**src/rtl/psw_flag_unit_if.sv**
```systemverilog
// Adder-to-flag-unit bus: the adder result and control strobes in, registered
// result, flags, branch outcome and shadow status out.
interface psw_flag_unit_if #(
  parameter int WIDTH = 16
);
  logic             alu_valid;
  logic [WIDTH-1:0] Sum;
  logic             Cout;
  logic             Z;
  logic             N;
  logic             A_msb;
  logic             B_msb;
  logic             ALUop;
  logic             Flag;
  logic             psw_we;
  logic [3:0]       psw_wdata;
  logic             int_save;
  logic             int_restore;
  logic             br_req;
  logic [2:0]       cond;

  logic [WIDTH-1:0] ALUout;
  logic [3:0]       PSW;
  logic             PSW_C;
  logic             br_valid;
  logic             br_taken;
  logic             shadow_full;
  logic             shadow_err;

  modport master (
    output alu_valid, Sum, Cout, Z, N, A_msb, B_msb, ALUop, Flag,
           psw_we, psw_wdata, int_save, int_restore, br_req, cond,
    input  ALUout, PSW, PSW_C, br_valid, br_taken, shadow_full, shadow_err
  );

  modport slave (
    input  alu_valid, Sum, Cout, Z, N, A_msb, B_msb, ALUop, Flag,
           psw_we, psw_wdata, int_save, int_restore, br_req, cond,
    output ALUout, PSW, PSW_C, br_valid, br_taken, shadow_full, shadow_err
  );
endinterface

```
**src/rtl/psw_flag_unit.sv**
```systemverilog
// Registers the adder result and PSW flags {V,N,Z,C}, evaluates branch
// conditions against the pre-edge PSW and keeps a one-deep interrupt shadow.
module psw_flag_unit #(
  parameter int WIDTH = 16
) (
  input logic            clk,
  input logic            rst_n,
  psw_flag_unit_if.slave bus
);

  typedef enum logic {
    EMPTY = 1'b0,
    FULL  = 1'b1
  } shadow_state_e;

  shadow_state_e    state_q, state_d;
  logic [WIDTH-1:0] alu_out_q;
  logic [3:0]       psw_q;
  logic [3:0]       shadow_q;
  logic             shadow_err_q;
  logic             br_valid_q;
  logic             br_taken_q;

  logic             shadow_load;
  logic             shadow_restore;
  logic             err_set;
  logic             ovf;
  logic             cond_true;

  // Subtract overflows when operand signs differ, i.e. B's sign after inversion
  // matches A's; the stored C stays the raw adder carry-out in both cases.
  assign ovf = (bus.A_msb == (bus.B_msb ^ bus.ALUop)) &&
               (bus.Sum[WIDTH-1] != bus.A_msb);

  // NOTE: every variable assigned in always_comb gets a default first, so no
  // path leaves it unassigned and no latch is inferred.
  always_comb begin
    state_d        = state_q;
    shadow_load    = 1'b0;
    shadow_restore = 1'b0;
    err_set        = 1'b0;
    unique case (state_q)
      EMPTY: begin
        if (bus.int_restore) err_set = 1'b1;
        if (bus.int_save) begin
          shadow_load = 1'b1;
          state_d     = FULL;
        end
      end
      FULL: begin
        if (bus.int_restore) begin
          shadow_restore = 1'b1;
          state_d        = EMPTY;
        end else if (bus.int_save) begin
          err_set = 1'b1;
        end
      end
      default: state_d = EMPTY;
    endcase
  end

  always_comb begin
    cond_true = 1'b0;
    unique case (bus.cond)
      3'b000: cond_true = psw_q[1];
      3'b001: cond_true = !psw_q[1];
      3'b010: cond_true = psw_q[0];
      3'b011: cond_true = !psw_q[0];
      3'b100: cond_true = psw_q[2];
      3'b101: cond_true = psw_q[3];
      3'b110: cond_true = 1'b1;
      3'b111: cond_true = 1'b0;
      default: cond_true = 1'b0;
    endcase
  end

  always_ff @(posedge clk or negedge rst_n) begin
    if (!rst_n) begin
      state_q <= EMPTY;
    end else begin
      state_q <= state_d;
    end
  end

  // NOTE: sequential state uses non-blocking assignments so every register
  // samples pre-edge values; the branch evaluation relies on seeing the old PSW.
  always_ff @(posedge clk or negedge rst_n) begin
    if (!rst_n) begin
      alu_out_q    <= '0;
      psw_q        <= '0;
      shadow_q     <= '0;
      shadow_err_q <= 1'b0;
      br_valid_q   <= 1'b0;
      br_taken_q   <= 1'b0;
    end else begin
      if (bus.alu_valid) alu_out_q <= bus.Sum;

      // A restore strobe owns the PSW this cycle even when it errors out.
      if (bus.int_restore) begin
        if (shadow_restore) psw_q <= shadow_q;
      end else if (bus.psw_we) begin
        psw_q <= bus.psw_wdata;
      end else if (bus.alu_valid && bus.Flag) begin
        psw_q <= {ovf, bus.N, bus.Z, bus.Cout};
      end

      if (shadow_load) shadow_q <= psw_q;
      if (err_set) shadow_err_q <= 1'b1;

      br_valid_q <= bus.br_req;
      br_taken_q <= bus.br_req && cond_true;
    end
  end

  assign bus.ALUout      = alu_out_q;
  assign bus.PSW         = psw_q;
  assign bus.PSW_C       = psw_q[0];
  assign bus.br_valid    = br_valid_q;
  assign bus.br_taken    = br_taken_q;
  assign bus.shadow_full = (state_q == FULL);
  assign bus.shadow_err  = shadow_err_q;

endmodule

```
**src/flat_wrapper.sv**
```systemverilog
// flat-port wrapper written by rule: the top's interface ports become plain ports
module psw_flag_unit_flat 
#(
  parameter int WIDTH = 16
)
  (clk, rst_n, bus_alu_valid, bus_Sum, bus_Cout, bus_Z, bus_N, bus_A_msb, bus_B_msb, bus_ALUop, bus_Flag, bus_psw_we, bus_psw_wdata, bus_int_save, bus_int_restore, bus_br_req, bus_cond, bus_ALUout, bus_PSW, bus_PSW_C, bus_br_valid, bus_br_taken, bus_shadow_full, bus_shadow_err);
  psw_flag_unit_if #(.WIDTH(WIDTH)) bus_i ();
  input logic clk;
  input logic rst_n;
  input wire logic [$bits(bus_i.alu_valid)-1:0] bus_alu_valid;
  input wire logic [$bits(bus_i.Sum)-1:0] bus_Sum;
  input wire logic [$bits(bus_i.Cout)-1:0] bus_Cout;
  input wire logic [$bits(bus_i.Z)-1:0] bus_Z;
  input wire logic [$bits(bus_i.N)-1:0] bus_N;
  input wire logic [$bits(bus_i.A_msb)-1:0] bus_A_msb;
  input wire logic [$bits(bus_i.B_msb)-1:0] bus_B_msb;
  input wire logic [$bits(bus_i.ALUop)-1:0] bus_ALUop;
  input wire logic [$bits(bus_i.Flag)-1:0] bus_Flag;
  input wire logic [$bits(bus_i.psw_we)-1:0] bus_psw_we;
  input wire logic [$bits(bus_i.psw_wdata)-1:0] bus_psw_wdata;
  input wire logic [$bits(bus_i.int_save)-1:0] bus_int_save;
  input wire logic [$bits(bus_i.int_restore)-1:0] bus_int_restore;
  input wire logic [$bits(bus_i.br_req)-1:0] bus_br_req;
  input wire logic [$bits(bus_i.cond)-1:0] bus_cond;
  output wire logic [$bits(bus_i.ALUout)-1:0] bus_ALUout;
  output wire logic [$bits(bus_i.PSW)-1:0] bus_PSW;
  output wire logic [$bits(bus_i.PSW_C)-1:0] bus_PSW_C;
  output wire logic [$bits(bus_i.br_valid)-1:0] bus_br_valid;
  output wire logic [$bits(bus_i.br_taken)-1:0] bus_br_taken;
  output wire logic [$bits(bus_i.shadow_full)-1:0] bus_shadow_full;
  output wire logic [$bits(bus_i.shadow_err)-1:0] bus_shadow_err;
  assign bus_i.alu_valid = bus_alu_valid;
  assign bus_i.Sum = bus_Sum;
  assign bus_i.Cout = bus_Cout;
  assign bus_i.Z = bus_Z;
  assign bus_i.N = bus_N;
  assign bus_i.A_msb = bus_A_msb;
  assign bus_i.B_msb = bus_B_msb;
  assign bus_i.ALUop = bus_ALUop;
  assign bus_i.Flag = bus_Flag;
  assign bus_i.psw_we = bus_psw_we;
  assign bus_i.psw_wdata = bus_psw_wdata;
  assign bus_i.int_save = bus_int_save;
  assign bus_i.int_restore = bus_int_restore;
  assign bus_i.br_req = bus_br_req;
  assign bus_i.cond = bus_cond;
  assign bus_ALUout = bus_i.ALUout;
  assign bus_PSW = bus_i.PSW;
  assign bus_PSW_C = bus_i.PSW_C;
  assign bus_br_valid = bus_i.br_valid;
  assign bus_br_taken = bus_i.br_taken;
  assign bus_shadow_full = bus_i.shadow_full;
  assign bus_shadow_err = bus_i.shadow_err;
  psw_flag_unit #(.WIDTH(WIDTH)) u_core (.clk(clk), .rst_n(rst_n), .bus(bus_i));
endmodule
```
**config.mk**
```make
export PLATFORM = sky130hd
export DESIGN_NAME = psw_flag_unit_flat
export DESIGN_NICKNAME = d
export VERILOG_FILES = /design/src/rtl/psw_flag_unit_if.sv /design/src/rtl/psw_flag_unit.sv /design/src/flat_wrapper.sv
export SDC_FILE = /design/constraint.sdc
export NUM_CORES = 1
export LEC_CHECK = 0
export ABC_AREA = 1
export CAP_MARGIN = 10
export CORE_ASPECT_RATIO = 0.8
export CORE_MARGIN = 2
export CORE_UTILIZATION = 30
export DETAILED_ROUTE_END_ITERATION = 10
export DONT_BUFFER_PORTS = 1
export GPL_TIMING_DRIVEN = 0
export HOLD_SLACK_MARGIN = 0.02
export SLEW_MARGIN = 25
export SYNTH_ARGS = -nofsm -noshare
export SYNTH_HDL_FRONTEND = slang
export SYNTH_SLANG_ARGS = --single-unit
```
**constraint.sdc**
```tcl
create_clock -name clk -period 2.47 [get_ports clk]
set_input_delay 0.3705 -clock clk [delete_from_list [all_inputs] [get_ports clk]]
set_output_delay 0.3705 -clock clk [all_outputs]
set_load 0.005 [all_outputs]
```
* Word level (Yosys, flattened, before mapping) *
Cells that the tools add are included.
Widths: inputs -> output; s select.

operators by class
  equality and inequality tests = 10
  multiplexer cells = 13
  bitwise gates (word level) = 2
  reductions and logical operators = 8

operators by type and width
  operator            count
  $mux 4              4
  $eq 3x3->1 const B  4
  $pmux 1 s8          1
  $eq 3x2->1 const B  2
  $mux 1              6
  $pmux 1 s2          2
  $eq 3x1->1 const B  1
  $logic_and 1x1->1   3
  $logic_not 3->1     1
  $reduce_bool 3->1   1
  $logic_not 1->1     2
  $ne 2x1->1 const B  1
  $reduce_and 2->1    1
  $eq 1x1->1          1
  $ne 1x1->1          1
  $not 1->1           1
  $xor 1x1->1         1

storage, ports and cells
  register bits after elaboration = 28
  bits of input ports = 37
  output and inout bits = 25
  word-level logic and storage cells = 40

* Logic depth before layout (Yosys ltp) *
Gate-level depths: netlist (run 1).

  depth in word-level cells = 6
  gate-level depth with buffers = 6
  mapped depth without buffers = 6

* Least setup slack after synthesis (run 1) *
Ideal clock, no wire load.

  path kind = reg-to-reg
  from = register u_core.state_q, in the netlist u_core.bus.shadow_full
  to = register u_core.shadow_q[0]
  library setup time = 125 ps
  arrival = 962 ps
  data required time = 2345 ps
  path slack = 1383 ps
  stages on the path, launching flop included = 4
  path buffers = 0
  period minus slack after synthesis = 1087 ps
  cell sequence = dfrtp_1 > inv_2 > nand2_2 > mux2_2

on the way
  longest elaborated chain between the ends = 1

RTL lines
  element                 RTL line              RTL
  from (decl)             psw_flag_unit.sv:16   shadow_state_e state_q, state_d;
  from (signal assigned)  psw_flag_unit.sv:81   state_q <= state_d;
  $mux 1                  psw_flag_unit.sv:42   unique case (state_q)
  to (signal assigned)    psw_flag_unit.sv:107  if (shadow_load) shadow_q <= psw_q;
  to (decl)               psw_flag_unit.sv:19   logic [3:0] shadow_q;

Every way passes these cells.
A chain may end at the register's enable or synchronous reset.

* Final worst setup path (run 1) *
  from = register u_core.psw_q[0], in the netlist u_core.bus.PSW[0]
  to = output port bus_PSW[0]

RTL lines
  element                 RTL line              RTL
  from (decl)             psw_flag_unit.sv:18   logic [3:0] psw_q;
  from (signal assigned)  psw_flag_unit.sv:100  if (shadow_restore) psw_q <= shadow_q;
  from (signal assigned)  psw_flag_unit.sv:102  psw_q <= bus.psw_wdata;
  from (signal assigned)  psw_flag_unit.sv:104  psw_q <= {ovf, bus.N, bus.Z, bus.Cout};
  to (decl)               flat_wrapper.sv:26    output wire logic [$bits(bus_i.PSW)-1:0] bus_PSW;

No word-level cell between the ends.

==> results of run 1 <==
[power by group through the flow]
stage	registers, µW	clock network (µW)	logic [µW]
final	592	241	175
after global routing	603	283	199
after CTS	593	259	178
after detailed placement	602	0	164
after global placement	598	0	158
after floorplan	583	0	143
[worst register-to-register path: cells and delay by family (launching register included)]
kind	cells	cell delay [ns]
buf+inv	1	0.07
mux	1	0.35
simple gates	1	0.14
flops	1	0.53
[through the flow]
stage	utilization [%]	hold WS (ns)	instance area [µm²]
5_1_grt	34.7	0.0977	1450
6_report	34.7	0.120	1450
4_1_cts	34.7	0.111	1450
3_3_place_gp	32.9	0.0756	1380
2_1_floorplan	-	0.0749	1310
3_5_place_dp	32.9	0.0755	1380
[worst max path at each step]
stage | endpoint | slack [ns] | cells past startpoint
2_1_floorplan | u_core.shadow_q[0]$_DFFE_PN0P_ | 1.38 | 3
3_3_place_gp | u_core.shadow_q[2]$_DFFE_PN0P_ | 1.31 | 3
3_5_place_dp | u_core.shadow_q[0]$_DFFE_PN0P_ | 1.28 | 3
4_1_cts | bus_PSW[0] | 1.20 | 1
5_1_grt | bus_PSW[0] | 1.17 | 1
6_report | bus_PSW[0] | 1.21 | 1
[cell type report]
type | instances | area, µm² | area share (%)
Tap cell | 57 | 71.3 | 4.93
Sequential cell | 28 | 701 | 48.4
Inverter | 12 | 45.0 | 3.11
Clock buffer | 3 | 41.3 | 2.85
Multi-Input combinational cell | 77 | 529 | 36.6
Timing Repair Buffer | 2 | 30.0 | 2.07
Buffer | 3 | 30.0 | 2.07
[cells by family (layout without fill, tap and decap cells)]
kind of cell | after synthesis | count (layout)
AOI/OAI and AO/OA | 10 | 10
DFF | 28 | 28
and+or+nand+nor | 50 | 50
muxes | 17 | 17
buffers and inverters | 15 | 20
[layout by cell type (no fill, tap or decap), drive strengths merged]
cell type and n:
o211ai 2, buf 4, dfrtp 28, nor2 10, mux2 17, dlygate4sd3 1
o22ai 1, clkbuf 3, nand3 8, o21ai 4, nor3 2, a21oi 3
inv 12, nand2 30
[routing by layer]
| layer | up-vias | wire length (µm) | track usage (%) |
|---|---|---|---|
| met3 | 4 | 245 | 3.32 |
| met5 | - | 0 | 0 |
| met2 | 43 | 1070 | 15.4 |
| met4 | 0 | 38 | 5.36 |
| li1 | 396 | - | - |
| met1 | 367 | 1130 | 14.5 |
[flip-flops by register name, indices dropped and copies added (netlist names)]
| signal | flops |
|---|---|
| u_core.bus.br_valid | 1 |
| u_core.bus.br_taken | 1 |
| u_core.shadow_q | 4 |
| u_core.bus.ALUout | 16 |
| u_core.bus.shadow_full | 1 |
| u_core.bus.PSW | 4 |
| u_core.bus.shadow_err | 1 |
[repair_timing]
item,in CTS,in global routing
setup buffers,0,0
hold endpoints to repair,28,0
hold buffers,2,0
==> impl_metrics.yaml, run 1 <==
synth:
  synth_compound_area_share_pct: 5.94
  syn_inst: 120
  synth_top_family_by_area: "simple AND/OR/NAND/NOR gates"
  yosys_warnings: 0
  syn_area_mm2: 0.00131
  synth_top_cell_by_area: "dfrtp_1"
  ys_seq_elements: 28
  synth-main-ff-cell: "dfrtp_1"
  synth_top_area_share_pct: 53.7
  synthArstFlopShare_pct: 100
  synth_fa_ha_area_share_pct: 0
  synthXorXnorAreaFrac_pct: 0
  ys_top_cells_by_count: "28 x dfrtp_1, 26 x nand2_1, 12 x mux2_2, 9 x inv_1, 8 x nand3_1"
  synthTopCellsByArea: "dfrtp_1 54%, mux2_2 10%, nand2_1 7.5%"
  syn_nets: 157
  synthDistinctLibCells: 21
  yosysSeqAreaShare_pct: 53.7
  synth_mux_area_share_pct: 16.1
  synthSimpleGateAreaFrac_pct: 18.5
  synth-edff-count: 0
  avgSynthCellArea_um2: 10.9
  post-synth-top-count-cell: "dfrtp_1"
timing:
  finalSetupTns_ns: 0
  worst_slew_pin_slew_ns: 0.308
  setup_viol: 0
  fin_skew_ns: 0.00133
  relSlewSlack_pct: 79.5
  period_minus_slack_ns: 1.26
  slew_violations: 0
  rsz0062_at_grt: "false"
  setup_ws_ns: 1.21
  timing.fmax_mhz: 795
  fin_crit_sh_pct: 50.9
  finalHoldViolCount: 0
route:
  via_count: 810
  first_iter_violations: 43
  ant_nets: 0
  viasPerCell: 4.45
  drt-total-wl_mm: 2.48
  avgRoutedWirePerCell_um: 13.6
  drc: 0
  drt-pass1-iter-count: 4
clock_tree:
  cts-root-buf: "clkbuf_8"
  path_clk_slew_ns: 0.09
  clock_latency_ns: 0.27
  cts.sinks: 28
  cts_resized: 0
  ctsHtreeMaxLevel: 1
  cts_made_buffers: 3
  clk_path_buf_depth: 2
  cts_tree: "yes"
layout:
  fillers: 408
  final_cells: 182
  area_growth_pct: 10.9
  nets: 164
  layout-drive-gt1-share_pct: 29.6
  antenna_cells: 0
worst_setup_path:
  cp_slowest_cell: "dfrtp_1"
  cp.required_ns: 2.10
  reg2reg_to: "u_core.shadow_q[0]$_DFFE_PN0P_"
  rrSetupSlack_ns: 1.28
  startpoint: "u_core.bus.PSW[0]$_DFFE_PN0P_"
  worstSetupStartpointType: "flop"
  critical-path-top-delay-family: "flip-flops"
  slowest_delay_ns: 0.45
  reg2reg_from: "u_core.bus.shadow_full$_DFF_PN0_"
  crit_buf_inv: 1
  worstPathArrival_ns: 0.89
  worstSetupEndpointType: "primary output"
  crit_fanout: 5
  crit_type: "reg -> out"
  r2r_cells: 3
  crit_path_cell_trace: "buf_4"
placement:
  dp.cells: 177
  place_ws_ns: 1.28
  io_buffers: 0
  hpwl_mm: 1.91
  gp_congestion: 0.762
power_and_ir_drop:
  total_power_uw: 1010
  clkPwrFrac_pct: 23.9
  power.share.combinational_pct: 17.4
  switchingPower_uw: 279
  seq_power_share_pct: 58.7
  power_density_mw_per_mm2: 697
  vdd_drop_max_mv: 0.192
  intPower_uw: 729
  p_sw_share_pct: 27.7
  p_leak_uw: 0.000677
grt:
  grt_pass1_vias: 852
  grt_start_max_net_pins: 29
  grt_first_pass_wirelength_mm: 4.06
  gr-total-overflow: 0
  grt_antenna_before_repair: 0
  track_usage_pct: 10.7
die:
  fp-row-count: 21
  die_h_um: 63.0
  initial_core_util_pct: 31.2
  die_w_um: 77.7
  core_mm2: 0.00418
  ios: 62
  dieArea_mm2: 0.00490
hold_path:
  hold_end: "u_core.bus.br_valid$_DFF_PN0_"
  hp-start: "bus_br_req"
  hold_path_depth: 0
  hp-class: "in -> reg"
run:
  maxCapViolations: 0
run_status:
  status: "finished clean"
No activity file was read; power rests on OpenSTA's default activity.
==> inputs of run 2 (changes only) <==
==> constraint.sdc (replaced) <==
create_clock -name clk -period 1.3 [get_ports clk]
set_input_delay 0.195 -clock clk [delete_from_list [all_inputs] [get_ports clk]]
set_output_delay 0.195 -clock clk [all_outputs]
set_load 0.005 [all_outputs]
==> run 2 against run 1 <==
Effect of this change: global-route usage up 0.061 points; flip-flop and latch count unchanged; clock skew about the same; final area up 1.4%; sequential share of layout area down 0.66 points; critical endpoint is now u_core.shadow_q[0]$_DFFE_PN0P_; largest power group unchanged.
==> impl_metrics.yaml, run 2 (synthesis gave the netlist of run 1 again) <==
grt:
  grt_start_max_net_pins: 29
  gr-total-overflow: 0
  grt_pass1_vias: 858
  track_usage_pct: 10.8
  grt_first_pass_wirelength_mm: 4.08
  grt_antenna_before_repair: 0
layout:
  final_cells: 184
  area_growth_pct: 12.5
  largest_register_ffs: 16
  most-common-layout-cells: "28 x dfrtp_1, 26 x nand2_1, 12 x mux2_2"
  fillers: 407
  nets: 166
  layout-drive-gt1-share_pct: 29.1
  antenna_cells: 0
  postLayoutCoreUtil_pct: 35.1
  final_common_cell: "dfrtp_1"
die:
  die_h_um: 63.0
  initial_core_util_pct: 31.2
  ios: 62
  fp-row-count: 21
  die_w_um: 77.7
  dieArea_mm2: 0.00490
  core_mm2: 0.00418
worst_setup_path:
  cp_slowest_cell: "dfrtp_1"
  crit_buf_inv: 1
  critical-path-top-delay-family: "flip-flops"
  cp.required_ns: 1.46
  reg2reg_from: "u_core.bus.shadow_full$_DFF_PN0_"
  slowest_delay_ns: 0.53
  rrSetupSlack_ns: 0.10
  reg2reg_to: "u_core.shadow_q[0]$_DFFE_PN0P_"
  worstSetupStartpointType: "flop"
  worstSetupEndpointType: "flop"
  crit_fanout: 7
  crit_path_cell_trace: "inv_2, nand2_2, mux2_2"
  worstPathArrival_ns: 1.36
  crit_type: "reg -> reg"
  r2r_cells: 3
clock_tree:
  path_clk_slew_ns: 0.09
  clock_latency_ns: 0.27
  postCtsSetupRepairBufs: 0
  cts_tree: "yes"
  cts_made_buffers: 3
  ctsHtreeMaxLevel: 1
  clk_path_buf_depth: 2
  cts.sinks: 28
  cts-root-buf: "clkbuf_8"
route:
  viasPerCell: 4.45
  first_iter_violations: 36
  drc: 0
  drt-pass1-iter-count: 4
  drt-total-wl_mm: 2.50
  ant_nets: 0
  via_count: 819
  avgRoutedWirePerCell_um: 13.6
timing:
  setup_viol: 0
  fin_skew_ns: 0.00133
  holdWs_ns: 0.0585
  timing.fmax_mhz: 836
  finalSetupTns_ns: 0
  period_minus_slack_ns: 1.20
  worst_slew_pin_slew_ns: 0.308
  slew_violations: 0
  finalHoldViolCount: 0
  rsz0062_at_grt: "false"
  fin_crit_sh_pct: 92.0
  relSlewSlack_pct: 79.5
placement:
  hpwl_mm: 1.91
  gp_congestion: 0.762
  io_buffers: 0
  dp.cells: 177
hold_path:
  hp-class: "in -> reg"
  hp-start: "bus_int_save"
  hold_end: "u_core.bus.shadow_err$_DFFE_PN0P_"
  hold_path_depth: 2
power_and_ir_drop:
  total_power_uw: 1920
  vdd_drop_max_mv: 0.366
  power_density_mw_per_mm2: 1310
  p_leak_uw: 0.000685
run:
  maxCapViolations: 0
run_status:
  status: "finished clean"
==> run 2: final cells by class <==
class                      instances  area (µm²)  share of cell area (%)
sequential                        28         701                    47.7
buffer                             3        30.0                    2.05
timing repair buffer               4        50.0                    3.41
tap                               57        71.3                    4.86
inverter                          12        45.0                    3.07
multi-input combinational         77         529                    36.1
clock buffer                       3        41.3                    2.81
==> run 2: power breakdown <==
group	leakage [µW]	total [µW]	internal (µW)	switching, µW
Sequential	0.000329	1120	1010	118
Combinational	0.000334	339	176	163
Clock	0.0000216	459	208	251
Total	0.000685	1920	1390	533
==> run 2: worst max-delay path by stage <==
stage	startpoint	to	slack (ns)	cells after the start
finish	u_core.bus.shadow_full$_DFF_PN0_	u_core.shadow_q[0]$_DFFE_PN0P_	0.10	3
global route	u_core.bus.shadow_full$_DFF_PN0_	u_core.shadow_q[0]$_DFFE_PN0P_	0.04	3
CTS	u_core.bus.shadow_full$_DFF_PN0_	u_core.shadow_q[0]$_DFFE_PN0P_	0.1	3
detailed placement	u_core.bus.shadow_full$_DFF_PN0_	u_core.shadow_q[0]$_DFFE_PN0P_	0.11	3
global placement	u_core.bus.shadow_full$_DFF_PN0_	u_core.shadow_q[2]$_DFFE_PN0P_	0.14	3
floorplan	u_core.bus.shadow_full$_DFF_PN0_	u_core.shadow_q[0]$_DFFE_PN0P_	0.21	3
==> run 2: per-layer routing <==
layer | routed length (µm) | vias to the layer above | GRT usage, %
met4 | 38 | 0 | 5.36
li1 | - | 400 | -
met2 | 1070 | 41 | 15.4
met3 | 228 | 4 | 3.32
met1 | 1160 | 374 | 14.7
met5 | 0 | - | 0
==> run 2: per-stage QoR <==
stage,cell area (µm²),setup WS (ns)
finish,1470,0.104
global route,1470,0.0372
CTS,1470,0.0984
detailed placement,1380,0.115
global placement,1380,0.138
floorplan,1310,0.213
==> run 2: what timing repair did <==
item | CTS | global route
endpoints found under the hold margin | 31 | 0
hold buffers | 4 | 0
resized for setup | 0 | 0
==> inputs of run 3 (changes only) <==
--- a/config.mk
+++ b/config.mk
@@ -5,7 +5,6 @@
 export SDC_FILE = /design/constraint.sdc
 export NUM_CORES = 1
 export LEC_CHECK = 0
-export ABC_AREA = 1
 export CAP_MARGIN = 10
 export CORE_ASPECT_RATIO = 0.8
 export CORE_MARGIN = 2
==> run 3 against run 2 <==
Effect of this change: via count is 13% lower; final area decreased by 4.4%; die area is 4.8% lower; combinational power rose by 6%; count of clock-buffer cells in the layout grew 1; global-route usage fell by 0.32 points.
==> impl_metrics.yaml, run 3 <==
worst_setup_path:
  startpoint: "u_core.bus.shadow_full$_DFF_PN0_"
  worstSetupStartpointType: "flop"
  critical-path-top-delay-family: "flip-flops"
  worstPathArrival_ns: 1.37
  crit_path_cell_trace: "nor2b_1, a21oi_4, mux2_4"
  slowest_delay_ns: 0.44
  cp.required_ns: 1.46
  crit_buf_inv: 0
  worstSetupEndpointType: "flop"
  crit_type: "reg -> reg"
  cp_slowest_cell: "dfrtp_1"
  crit_fanout: 5
  reg2reg_from: "u_core.bus.shadow_full$_DFF_PN0_"
hold_path:
  hp-class: "in -> reg"
  hp-start: "bus_br_req"
die:
  initial_core_util_pct: 31.9
  die_h_um: 61.5
  die_w_um: 75.8
  ios: 62
  dieArea_mm2: 0.00466
  core_mm2: 0.00388
  fp-row-count: 20
layout:
  fillers: 381
  nets: 137
  multi_input_area_um2: 492
  most-common-layout-cells: "28 x dfrtp_1, 19 x mux2_2, 7 x nand2_1"
  layout-drive-gt1-share_pct: 36.4
  antenna_cells: 0
  final_common_cell: "dfrtp_1"
  postLayoutCoreUtil_pct: 36.2
  area_growth_pct: 13.2
  seq_area_um2: 701
  largest_register_ffs: 16
power_and_ir_drop:
  power_density_mw_per_mm2: 1460
  vdd_drop_max_mv: 0.575
  total_power_uw: 2050
  p_leak_uw: 0.000599
synth:
  ys_top_cells_by_count: "28 x dfrtp_1, 19 x mux2_2, 7 x nand2_1, 6 x o21ai_0, 5 x mux2i_1"
  avgSynthCellArea_um2: 13.5
  syn_area_mm2: 0.00124
  syn_inst: 92
  yosys_warnings: 0
  synth-main-ff-cell: "dfrtp_1"
  yosysSeqAreaShare_pct: 56.6
  synth_top_cell_by_area: "dfrtp_1"
  syn_nets: 129
  synthTopCellsByArea: "dfrtp_1 57%, mux2_2 17%, mux2i_1 4.0%"
  synthDistinctLibCells: 22
  synthArstFlopShare_pct: 100
  synth-edff-count: 0
  synth_top_area_share_pct: 56.6
  post-synth-top-count-cell: "dfrtp_1"
  ys_seq_elements: 28
timing:
  finalHoldViolCount: 0
  fin_skew_ns: 0.00137
  setup_viol: 0
  timing.fmax_mhz: 829
  worst_slew_pin_slew_ns: 0.268
  period_minus_slack_ns: 1.21
  relSlewSlack_pct: 81.9
  rsz0062_at_grt: "false"
  fin_crit_sh_pct: 92.8
  slew_violations: 0
  finalSetupTns_ns: 0
route:
  avgRoutedWirePerCell_um: 15.4
  viasPerCell: 4.65
  drt-total-wl_mm: 2.37
  first_iter_violations: 35
  ant_nets: 0
  via_count: 716
  drc: 0
  drt-pass1-iter-count: 2
grt:
  track_usage_pct: 10.5
  grt_first_pass_wirelength_mm: 3.52
  grt_start_max_net_pins: 29
  gr-total-overflow: 0
  grt_antenna_before_repair: 0
  grt_pass1_vias: 767
clock_tree:
  cts.sinks: 28
  clock_latency_ns: 0.27
  cts_made_buffers: 3
  ctsHtreeMaxLevel: 1
  cts-root-buf: "clkbuf_8"
  postCtsSetupRepairBufs: 0
  path_clk_slew_ns: 0.09
  clk_path_buf_depth: 2
  cts_tree: "yes"
placement:
  gp_congestion: 0.798
  hpwl_mm: 1.81
  io_buffers: 0
run_status:
  status: "finished clean"
run:
  maxCapViolations: 0
[run 3: cell count changes in the layout (fill, tap and decap cells not counted), sizes merged, moves of 3 or more]
cell	before	now
nand2	30	8
inv	12	2
nand3	8	0
nor2	10	4
mux2	17	22
mux2i	0	5
nand2b	0	3
[run 3: path summary, 6_finish.rpt]
path | cells past startpoint | slack [ns] | end
worst max-delay path | 3 | 0.09 | u_core.bus.PSW[0]$_DFFE_PN0P_
worst min-delay path | 1 | 0.07 | u_core.bus.br_taken$_DFF_PN0_
worst max register to register | 3 | 0.09 | u_core.bus.PSW[0]$_DFFE_PN0P_
worst min register to register | 1 | 0.52 | u_core.shadow_q[0]$_DFFE_PN0P_
max in group asynchronous | 2 | 0.79 | u_core.bus.ALUout[2]$_DFFE_PN0P_
min in group asynchronous | 2 | 0.35 | u_core.shadow_q[0]$_DFFE_PN0P_
[run 3: cells by family (layout without fill, tap and decap cells)]
| group | Yosys count | in the layout | synth area share, % |
|---|---|---|---|
| and+or+nand+nor | 17 | 17 | 6.67 |
| buffers and inverters | 7 | 14 | 3.74 |
| AOI/OAI and AO/OA | 11 | 11 | 6.67 |
| xor gates and xnor gates | 2 | 2 | 1.41 |
| DFF | 28 | 28 | 56.6 |
| muxes | 27 | 27 | 24.9 |
[run 3: where the power goes]
part | total [µW] | switching [µW] | leakage (µW) | internal, µW
clock | 526 | 255 | 0.0000288 | 271
sequential | 1170 | 139 | 0.000330 | 1030
combinational | 358 | 141 | 0.000240 | 217
[run 3: per-stage QoR]
| stage | cells | area [µm²] | hold WS, ns | setup slack [ns] |
|---|---|---|---|---|
| 2_1_floorplan | 92 | 1240 | -0.101 | 0.188 |
| 3_3_place_gp | 147 | 1310 | -0.100 | 0.103 |
| 3_5_place_dp | 147 | 1310 | -0.100 | 0.105 |
| 4_1_cts | 154 | 1400 | 0.0540 | 0.0883 |
| 5_1_grt | 154 | 1400 | 0.0465 | 0.0191 |
| 6_report | 154 | 1400 | 0.0670 | 0.0932 |
[run 3: repair_timing]
action,CTS,global route
resized for setup,0,0
hold buffers,3,0
endpoints found under the hold margin,29,0
[run 3: final cells by class]
| type | count | area share (%) |
|---|---|---|
| sequential | 28 | 50.0 |
| multi-input combinational | 57 | 35.1 |
| tap | 55 | 4.91 |
| clock buffer | 4 | 3.93 |
| timing repair buffer | 3 | 2.85 |
| buffer | 5 | 2.77 |
| inverter | 2 | 0.535 |
[run 3: layer usage]
layer | track usage [%] | wire length, µm | vias up | part of all wire [%]
met4 | 3.76 | 27 | 0 | 1.1
met5 | 0 | 0 | - | 0
met3 | 3.76 | 133 | 2 | 5.6
met2 | 18.3 | 1160 | 32 | 49
met1 | 11.8 | 1050 | 354 | 44
li1 | - | - | 328 | -
